--- src/rtl/po2_weight_encoder.sv ---
// Power-of-two weight encoder: turns D signed weights into zero/negative/log2 fields
// using one bit-serial leading-one scan per element, so latency never depends on data.
module po2_weight_encoder #(
    parameter int          W           = 16,
    parameter int          D           = 4,
    parameter int unsigned ZERO_THRESH = 1
) (
    input  logic             clk,
    input  logic             rst,
    input  logic [D*W-1:0]   packed_w,
    input  logic             in_v,
    output logic             in_rdy,
    output logic [D-1:0]     zero_weights,
    output logic [D-1:0]     negative_weights,
    output logic [D*W-1:0]   log_2_weights,
    output logic             out_v,
    input  logic             out_rdy,
    output logic [2:0]       state_dbg
);

    localparam int BW = (W > 1) ? $clog2(W) : 1;
    localparam int IW = (D > 1) ? $clog2(D) : 1;
    localparam int TW = W + 1;
    localparam logic [TW-1:0] THRESH  = TW'(ZERO_THRESH);
    localparam logic [W-1:0]  LOG_MAX = W'(W - 1);
    localparam logic [W-1:0]  ONE     = W'(1);

    typedef enum logic [2:0] {
        S_IDLE  = 3'd0,
        S_LOAD  = 3'd1,
        S_SCAN  = 3'd2,
        S_STORE = 3'd3,
        S_DONE  = 3'd4
    } state_t;

    // Handshake: a vector moves on an edge where in_v && in_rdy; a result
    // moves on an edge where out_v && out_rdy. Both sides hold until then.

    state_t         state_q, state_d;
    logic [IW-1:0]  idx_q, idx_d;
    logic [D*W-1:0] w_q, w_d;
    logic [W-1:0]   mag_q, mag_d;
    logic           neg_q, neg_d;
    logic [BW-1:0]  b_q, b_d;
    logic           found_q, found_d;
    logic [BW-1:0]  p_q, p_d;
    logic           rnd_q, rnd_d;
    logic [D-1:0]   sh_zero_q, sh_zero_d;
    logic [D-1:0]   sh_neg_q, sh_neg_d;
    logic [D*W-1:0] sh_log_q, sh_log_d;
    logic [D-1:0]   zero_out_q, zero_out_d;
    logic [D-1:0]   neg_out_q, neg_out_d;
    logic [D*W-1:0] log_out_q, log_out_d;

    logic [W-1:0]   cur_w;
    logic [W-1:0]   log_sum;
    logic           enc_zero;
    logic           enc_neg;
    logic [W-1:0]   enc_log;

    always_comb begin
        cur_w = '0;
        for (int j = 0; j < D; j++) begin
            if (idx_q == IW'(j)) begin
                cur_w = w_q[W*(D-1-j) +: W];
            end
        end
    end

    // Encoding of the element just scanned; the clamp guards against p+rnd overflow.
    always_comb begin
        log_sum  = {{(W-BW){1'b0}}, p_q} + {{(W-1){1'b0}}, rnd_q};
        enc_zero = !found_q || ({1'b0, mag_q} < THRESH);
        enc_neg  = enc_zero ? 1'b0 : neg_q;
        if (enc_zero) begin
            enc_log = '0;
        end else if (log_sum > LOG_MAX) begin
            enc_log = LOG_MAX;
        end else begin
            enc_log = log_sum;
        end
    end

    always_comb begin
        state_d    = state_q;
        idx_d      = idx_q;
        w_d        = w_q;
        mag_d      = mag_q;
        neg_d      = neg_q;
        b_d        = b_q;
        found_d    = found_q;
        p_d        = p_q;
        rnd_d      = rnd_q;
        sh_zero_d  = sh_zero_q;
        sh_neg_d   = sh_neg_q;
        sh_log_d   = sh_log_q;
        zero_out_d = zero_out_q;
        neg_out_d  = neg_out_q;
        log_out_d  = log_out_q;

        case (state_q)
            S_IDLE: begin
                if (in_v) begin
                    w_d     = packed_w;
                    idx_d   = '0;
                    state_d = S_LOAD;
                end
            end
            S_LOAD: begin
                neg_d   = cur_w[W-1];
                mag_d   = cur_w[W-1] ? ((~cur_w) + ONE) : cur_w;
                b_d     = BW'(W - 1);
                found_d = 1'b0;
                p_d     = '0;
                rnd_d   = 1'b0;
                state_d = S_SCAN;
            end
            S_SCAN: begin
                if (!found_q && mag_q[b_q]) begin
                    found_d = 1'b1;
                    p_d     = b_q;
                    rnd_d   = (b_q != '0) ? mag_q[b_q - 1'b1] : 1'b0;
                end
                if (b_q == '0) begin
                    state_d = S_STORE;
                end else begin
                    b_d = b_q - 1'b1;
                end
            end
            S_STORE: begin
                for (int j = 0; j < D; j++) begin
                    if (idx_q == IW'(j)) begin
                        sh_zero_d[D-1-j]         = enc_zero;
                        sh_neg_d[D-1-j]          = enc_neg;
                        sh_log_d[W*(D-1-j) +: W] = enc_log;
                    end
                end
                if (idx_q == IW'(D - 1)) begin
                    zero_out_d = sh_zero_d;
                    neg_out_d  = sh_neg_d;
                    log_out_d  = sh_log_d;
                    state_d    = S_DONE;
                end else begin
                    idx_d   = idx_q + 1'b1;
                    state_d = S_LOAD;
                end
            end
            S_DONE: begin
                if (out_rdy) begin
                    state_d = S_IDLE;
                end
            end
            default: state_d = S_IDLE;
        endcase
    end

    always_ff @(posedge clk or posedge rst) begin
        if (rst) begin
            state_q    <= S_IDLE;
            idx_q      <= '0;
            w_q        <= '0;
            mag_q      <= '0;
            neg_q      <= 1'b0;
            b_q        <= '0;
            found_q    <= 1'b0;
            p_q        <= '0;
            rnd_q      <= 1'b0;
            sh_zero_q  <= '0;
            sh_neg_q   <= '0;
            sh_log_q   <= '0;
            zero_out_q <= '0;
            neg_out_q  <= '0;
            log_out_q  <= '0;
        end else begin
            state_q    <= state_d;
            idx_q      <= idx_d;
            w_q        <= w_d;
            mag_q      <= mag_d;
            neg_q      <= neg_d;
            b_q        <= b_d;
            found_q    <= found_d;
            p_q        <= p_d;
            rnd_q      <= rnd_d;
            sh_zero_q  <= sh_zero_d;
            sh_neg_q   <= sh_neg_d;
            sh_log_q   <= sh_log_d;
            zero_out_q <= zero_out_d;
            neg_out_q  <= neg_out_d;
            log_out_q  <= log_out_d;
        end
    end

    assign in_rdy           = (state_q == S_IDLE);
    assign out_v            = (state_q == S_DONE);
    assign zero_weights     = zero_out_q;
    assign negative_weights = neg_out_q;
    assign log_2_weights    = log_out_q;
    assign state_dbg        = state_q;

endmodule

--- config.mk ---
export PLATFORM = sky130hd
export DESIGN_NAME = po2_weight_encoder
export DESIGN_NICKNAME = d
export VERILOG_FILES = /design/src/rtl/po2_weight_encoder.sv
export SDC_FILE = /design/constraint.sdc
export NUM_CORES = 1
export LEC_CHECK = 0
export ABC_AREA = 0
export CORE_ASPECT_RATIO = 0.6
export CORE_MARGIN = 5
export CORE_UTILIZATION = 53
export CTS_CLUSTER_SIZE = 16
export DETAILED_ROUTE_END_ITERATION = 7
export GPL_TIMING_DRIVEN = 0
export PLACE_DENSITY = 0.79
export SETUP_SLACK_MARGIN = 0.05
export SYNTH_ARGS = -nofsm -noshare
export SYNTH_HDL_FRONTEND = slang
export SYNTH_SLANG_ARGS = --single-unit
--- constraint.sdc ---
create_clock -name clk -period 14.15 [get_ports clk]
set_input_delay 1.415 -clock clk [delete_from_list [all_inputs] [get_ports clk]]
set_output_delay 1.415 -clock clk [all_outputs]
set_load 0.01 [all_outputs]
After elaboration in Yosys (flattened, before gate mapping)
Cells that the tools add are included.
{"block": "word_totals", "ramBits": 0, "latch_bits": 0, "inputBits": 68, "ff_bits": 240, "wordCells": 93, "mem_bits_ro": 0, "n_memories": 0}
{"block": "classes", "n_div": 0, "eq_ne": 13, "magnitude_cmp": 4, "addsub": 4, "n_mux": 41, "n_reduce_logical": 15, "shifts": 0, "bitwise": 1, "mul": 0}
{"cell": "16-bit two-way mux", "count": 9}
{"cell": "16-bit by 1-bit adder with 16-bit output (second input constant)", "count": 1}
{"cell": "16-bit by 1-bit < comparator with 1-bit output (second input constant)", "count": 1}
{"cell": "16-bit inverter", "count": 1}
{"cell": "4-bit one-hot mux with 2 select lines", "count": 2}
{"cell": "3-bit one-hot mux with 5 select lines", "count": 1}
{"cell": "1-bit two-way mux", "count": 14}
{"cell": "3-bit two-way mux", "count": 4}
{"cell": "4-bit by 5-bit < comparator with 1-bit output (second input constant)", "count": 2}
{"cell": "5-bit two-way mux", "count": 2}
{"cell": "2-bit != test (second input constant)", "count": 5}
{"cell": "1-bit binary-select mux with 4-bit select", "count": 2}
{"cell": "4-bit two-way mux", "count": 2}
{"cell": "2-bit AND reduction", "count": 4}
{"cell": "3-bit by 2-bit == test with 1-bit output (second input constant)", "count": 2}
{"cell": "3-bit AND reduction", "count": 2}
{"cell": "4-bit by 1-bit adder with 5-bit output", "count": 1}
{"cell": "5-bit by 4-bit > comparator with 1-bit output (second input constant)", "count": 1}
{"cell": "2-bit == test (second input constant)", "count": 2}
{"cell": "4-bit logical NOT", "count": 1}
{"cell": "2-bit two-way mux", "count": 2}
{"cell": "1-bit one-hot mux with 2 select lines", "count": 2}
{"cell": "2-bit one-hot mux with 2 select lines", "count": 1}
{"cell": "2-bit nonzero test", "count": 2}
{"cell": "12 further kinds", "count": 12}

Depth between registers and ports, before layout
{"block": "logic_depth", "ltp_word": 8, "mapped_depth": 11}

Least setup slack after synthesis
No wires, ideal clock.
{"block": "synth_timing", "kind": "input-to-reg", "startpoint": "in in_v", "endpoint": "reg w_q[15]", "t_arrival_ns": 2.462, "setup_ns": 0.125, "required_time_ns": 14.025, "stages": 4, "path_slack_ns": 11.564, "cell_sequence": "and2_1 -> clkbuf_1 -> buf_1 -> mux2_2"}
{"block": "synth_between", "elab_chain_len": 1}
{"element": "start: declaration", "line_no": "11", "rtl": "input logic in_v,"}
{"element": "2-bit AND reduction (no line)"}
{"element": "end signal: assignment", "line_no": "177", "rtl": "w_q <= w_d;"}
{"element": "end: declaration", "line_no": "41", "rtl": "logic [D*W-1:0] w_q, w_d;"}
No other way between the ends.
A chain may end at the register's enable or synchronous reset.

Worst setup path in the final report
{"block": "layout_timing", "startpoint": "reg state_q[2] (netlist: state_dbg[2])", "endpoint": "out out_v"}
{"block": "layout_between", "elab_chain_len": 1}
{"element": "start: declaration", "line_no": "39", "rtl": "state_t state_q, state_d;"}
{"element": "start signal: assignment", "line_no": "175", "rtl": "state_q <= state_d;"}
{"element": "3-bit == test", "line_no": "194", "rtl": "assign out_v = (state_q == S_DONE);"}
{"element": "end: declaration", "line_no": "16", "rtl": "output logic out_v,"}
No other way between the ends.

==> flow_summary.json <==
{
  "status": "completed",
  "fin_crit_sh": 0.252,
  "ys_seq_area_frac": 0.581,
  "drv_slew": 0,
  "whs_ns": 0.476,
  "hp-start": "sh_zero_q[2]",
  "dr_total_vias": 7167,
  "hp-class": "flop to flop",
  "leakagePower_uw": 0.00524,
  "drc_errors": 0,
  "route.met2.wl_mm": 9.82,
  "gr-usage-all-layers": 0.229,
  "final.setup_skew_ns": 0.0128,
  "setup_violations": 0,
  "cts.sink_count": 222,
  "layout.nets": 1104,
  "synth_compound_area_frac": 0.115,
  "syn_avg_cell_area_um2": 11.1,
  "synth_edf_count": 0,
  "clock_latency_ns": 0.50,
  "die_h_um": 114,
  "intPower_uw": 1590,
  "synthXorXnorAreaFrac": 0.0128,
  "r2r_start": "idx_q[0]",
  "wl_met3_mm": 1.92,
  "fp.dieW_um": 183,
  "setup_tns_ns": 0,
  "startpoint_type": "flop",
  "criticalPathCategory": "flop to output pin",
  "hold_end": "sh_zero_q[2]",
  "htreeDepth": 1,
  "clkTransAtPathRegs_ns": 0.06,
  "io_pins": 145,
  "synth.distinct_cells": 52,
  "root_buffer": "clkbuf_16",
  "syn_nets": 935,
  "rrSetupSlack_ns": 10.89,
  "ir_drop_v": 0.000100,
  "netSwitchingFraction": 0.349,
  "cap_violations": 0,
  "cp.required_ns": 12.73,
  "antenna_found_initial": 0,
  "p_comb_frac": 0.372,
  "r2r_end": "mag_q[13]",
  "yosys_warnings": 0,
  "grt_pass1_wl_mm": 38.3,
  "cp-end-kind": "output pin",
  "p_seq_frac": 0.365,
  "fmax_mhz": 280,
  "clock_path_buffers": 3,
  "hold_buffers": 0,
  "muxShareOfSynthArea": 0.107,
  "synth_flop_cell": "dfrtp_1",
  "async_flop_share": 1.00,
  "coreArea_um2": 17900,
  "worstPathMaxFanout": 8,
  "yosysTopAreaCell": "dfrtp_1",
  "hpwl_mm": 17.0,
  "final_core_util": 0.680,
  "port_buffers": 144,
  "reg2reg_depth": 10,
  "slew-limit-headroom": 0.187,
  "syn-cell-area_um2": 9560,
  "tightest_slew_ns": 1.19,
  "rsz0062_at_grt": "false",
  "cts_resized": 0,
  "diodes": 0,
  "hold_viol_final": 0,
  "top_layer_used": "met4",
  "ys_ff_latch": 222,
  "drive_gt1_frac": 0.111,
  "drtIter0Drc": 708,
  "rows": 38,
  "drt-total-wl_mm": 23.6,
  "avgViaCountPerCell": 5.58,
  "gp_congestion": 0.876,
  "area_growth_pct": 27.1,
  "synth_common_cells": "dfrtp_1 (222), nand2_1 (137), o21ai_0 (102), mux2_2 (58), and2_1 (54)",
  "cts_setup_buffers": 0,
  "synthTopCellsByArea": "dfrtp_1 (58%), mux2_2 (6.8%), nand2_1 (5.4%)",
  "wl_met1_mm": 11.5,
  "ant_nets": 0,
  "period_needed_ns": 3.57,
  "synth_simple_gate_area_frac": 0.141,
  "numCtsBuffers": 22,
  "power_density_nw_per_um2": 201,
  "pwr-share-clk": 0.262,
  "dr.pass1.iters": 5,
  "grt_max_degree": 135,
  "initial_core_util": 0.535,
  "synthCells": 859,
  "power.switching_uw": 852,
  "grt_overflow": 0,
  "synth_top_cell_area_share": 0.581,
  "synth_most_common_cell": "dfrtp_1",
  "grt_pass1_vias": 7074,
  "post_drt_wl_per_cell_um": 18.4,
  "synth_top_family_by_area": "simple AND/OR/NAND/NOR gates",
  "tritoncts": "yes",
  "whs_path_depth": 2,
  "die-area_um2": 20900,
  "crit_arrival_ns": 2.16,
  "synth_fa_ha_area_frac": 0.0105
}
[worst max-delay path by stage]
| stage | slack (ns) | cells past startpoint | startpoint | endpoint |
|---|---|---|---|---|
| after global routing | 10.44 | 3 | state_dbg[2] | out_v |
| after detailed placement | 10.65 | 5 | in_v | w_q[0] |
| after floorplan | 6.66 | 1 | rst | b_q[0] |
| after CTS | 10.53 | 3 | state_dbg[2] | out_v |
| final | 10.58 | 3 | state_dbg[2] | out_v |
| after global placement | 3.96 | 2 | rst | log_2_weights[16] |
[layout make-up]
class / instances / area, um2
multi-input cells: 560 / 3690
plain buffers: 57 / 236
clock inverters: 4 / 106
flip-flops and latches: 222 / 5560
well taps: 240 / 300
repair buffers: 145 / 1470
inverters: 20 / 82.6
fillers: 1346 / 5730
clock buffers: 36 / 704
[registers in the layout, summed over array words and instances (netlist names)]
| name | count |
|---|---|
| log_2_weights | 64 |
| w_q | 64 |
| sh_log_q | 48 |
| mag_q | 16 |
| b_q | 4 |
| negative_weights | 4 |
| p_q | 4 |
| zero_weights | 4 |
| sh_neg_q | 3 |
| sh_zero_q | 3 |
| state_dbg | 3 |
| idx_q | 2 |
| found_q | 1 |
| neg_q | 1 |
| rnd_q | 1 |
[power groups by stage]
| stage | Clock [uW] | Combinational, uW | Sequential (uW) |
|---|---|---|---|
| 6_report | 641 | 910 | 893 |
| 3_5_place_dp | 0 | 893 | 899 |
| 2_1_floorplan | 0 | 638 | 875 |
| 5_1_grt | 674 | 994 | 911 |
| 3_3_place_gp | 0 | 869 | 894 |
| 4_1_cts | 647 | 901 | 890 |
[worst max-delay path: stages (launching register included)]
cell	delay, ns
dfrtp_1	0.38
clkbuf_1	0.27
nor3b_1	0.39
clkdlybuf4s50_1	0.62
[kinds of logic after synthesis]
logic type	Yosys count
and+or+nand+nor	274
DFF	222
AOI/OAI and AO/OA	180
muxes	84
buffers and inverters	77
xor gates and xnor gates	14
adders and majority gates	8
[routing by layer]
| layer | up-vias | GRT usage |
|---|---|---|
| li1 | 3286 | - |
| met1 | 3572 | 0.374 |
| met5 | - | 0 |
| met3 | 29 | 0.0484 |
| met4 | 0 | 0.0432 |
| met2 | 280 | 0.318 |
[stage by stage]
step / std cells / power, uW / setup WS (ns) / instance area, um2
4_1_cts: 1284 / 2440 / 10.53 / 12100
6_report: 1284 / 2440 / 10.58 / 12100
2_1_floorplan: 859 / 1510 / 6.66 / 9560
5_1_grt: 1284 / 2580 / 10.44 / 12100
3_5_place_dp: 1244 / 1790 / 10.65 / 11300
3_3_place_gp: 1243 / 1760 / 3.96 / 11300
[layout by cell type, fill, tap and decap left out, types with 4 or more instances in the layout]
| master | Yosys | routed |
|---|---|---|
| inv_1 | 19 | 18 |
| nor2_1 | 11 | 11 |
| mux2_2 | 58 | 58 |
| nand3_1 | 6 | 6 |
| clkbuf_16 | 0 | 23 |
| o21ai_0 | 102 | 102 |
| nor4_1 | 4 | 4 |
| buf_1 | 4 | 4 |
| nor3_1 | 5 | 5 |
| a21oi_1 | 15 | 15 |
| buf_2 | 6 | 6 |
| ha_1 | 8 | 8 |
| xnor2_1 | 8 | 8 |
| clkbuf_8 | 0 | 8 |
| a2bb2oi_1 | 4 | 4 |
| o21ai_1 | 10 | 10 |
| dfrtp_1 | 222 | 222 |
| mux2i_1 | 17 | 17 |
| mux4_2 | 9 | 9 |
| a221o_1 | 13 | 13 |
| nand2b_1 | 38 | 38 |
| clkdlybuf4s50_1 | 0 | 144 |
| xor2_1 | 6 | 6 |
| clkbuf_1 | 45 | 50 |
| and2_1 | 54 | 54 |
| nor3b_1 | 4 | 4 |
| o22a_1 | 5 | 5 |
| nand2_1 | 137 | 137 |
Power figures use the tool's default switching activity.
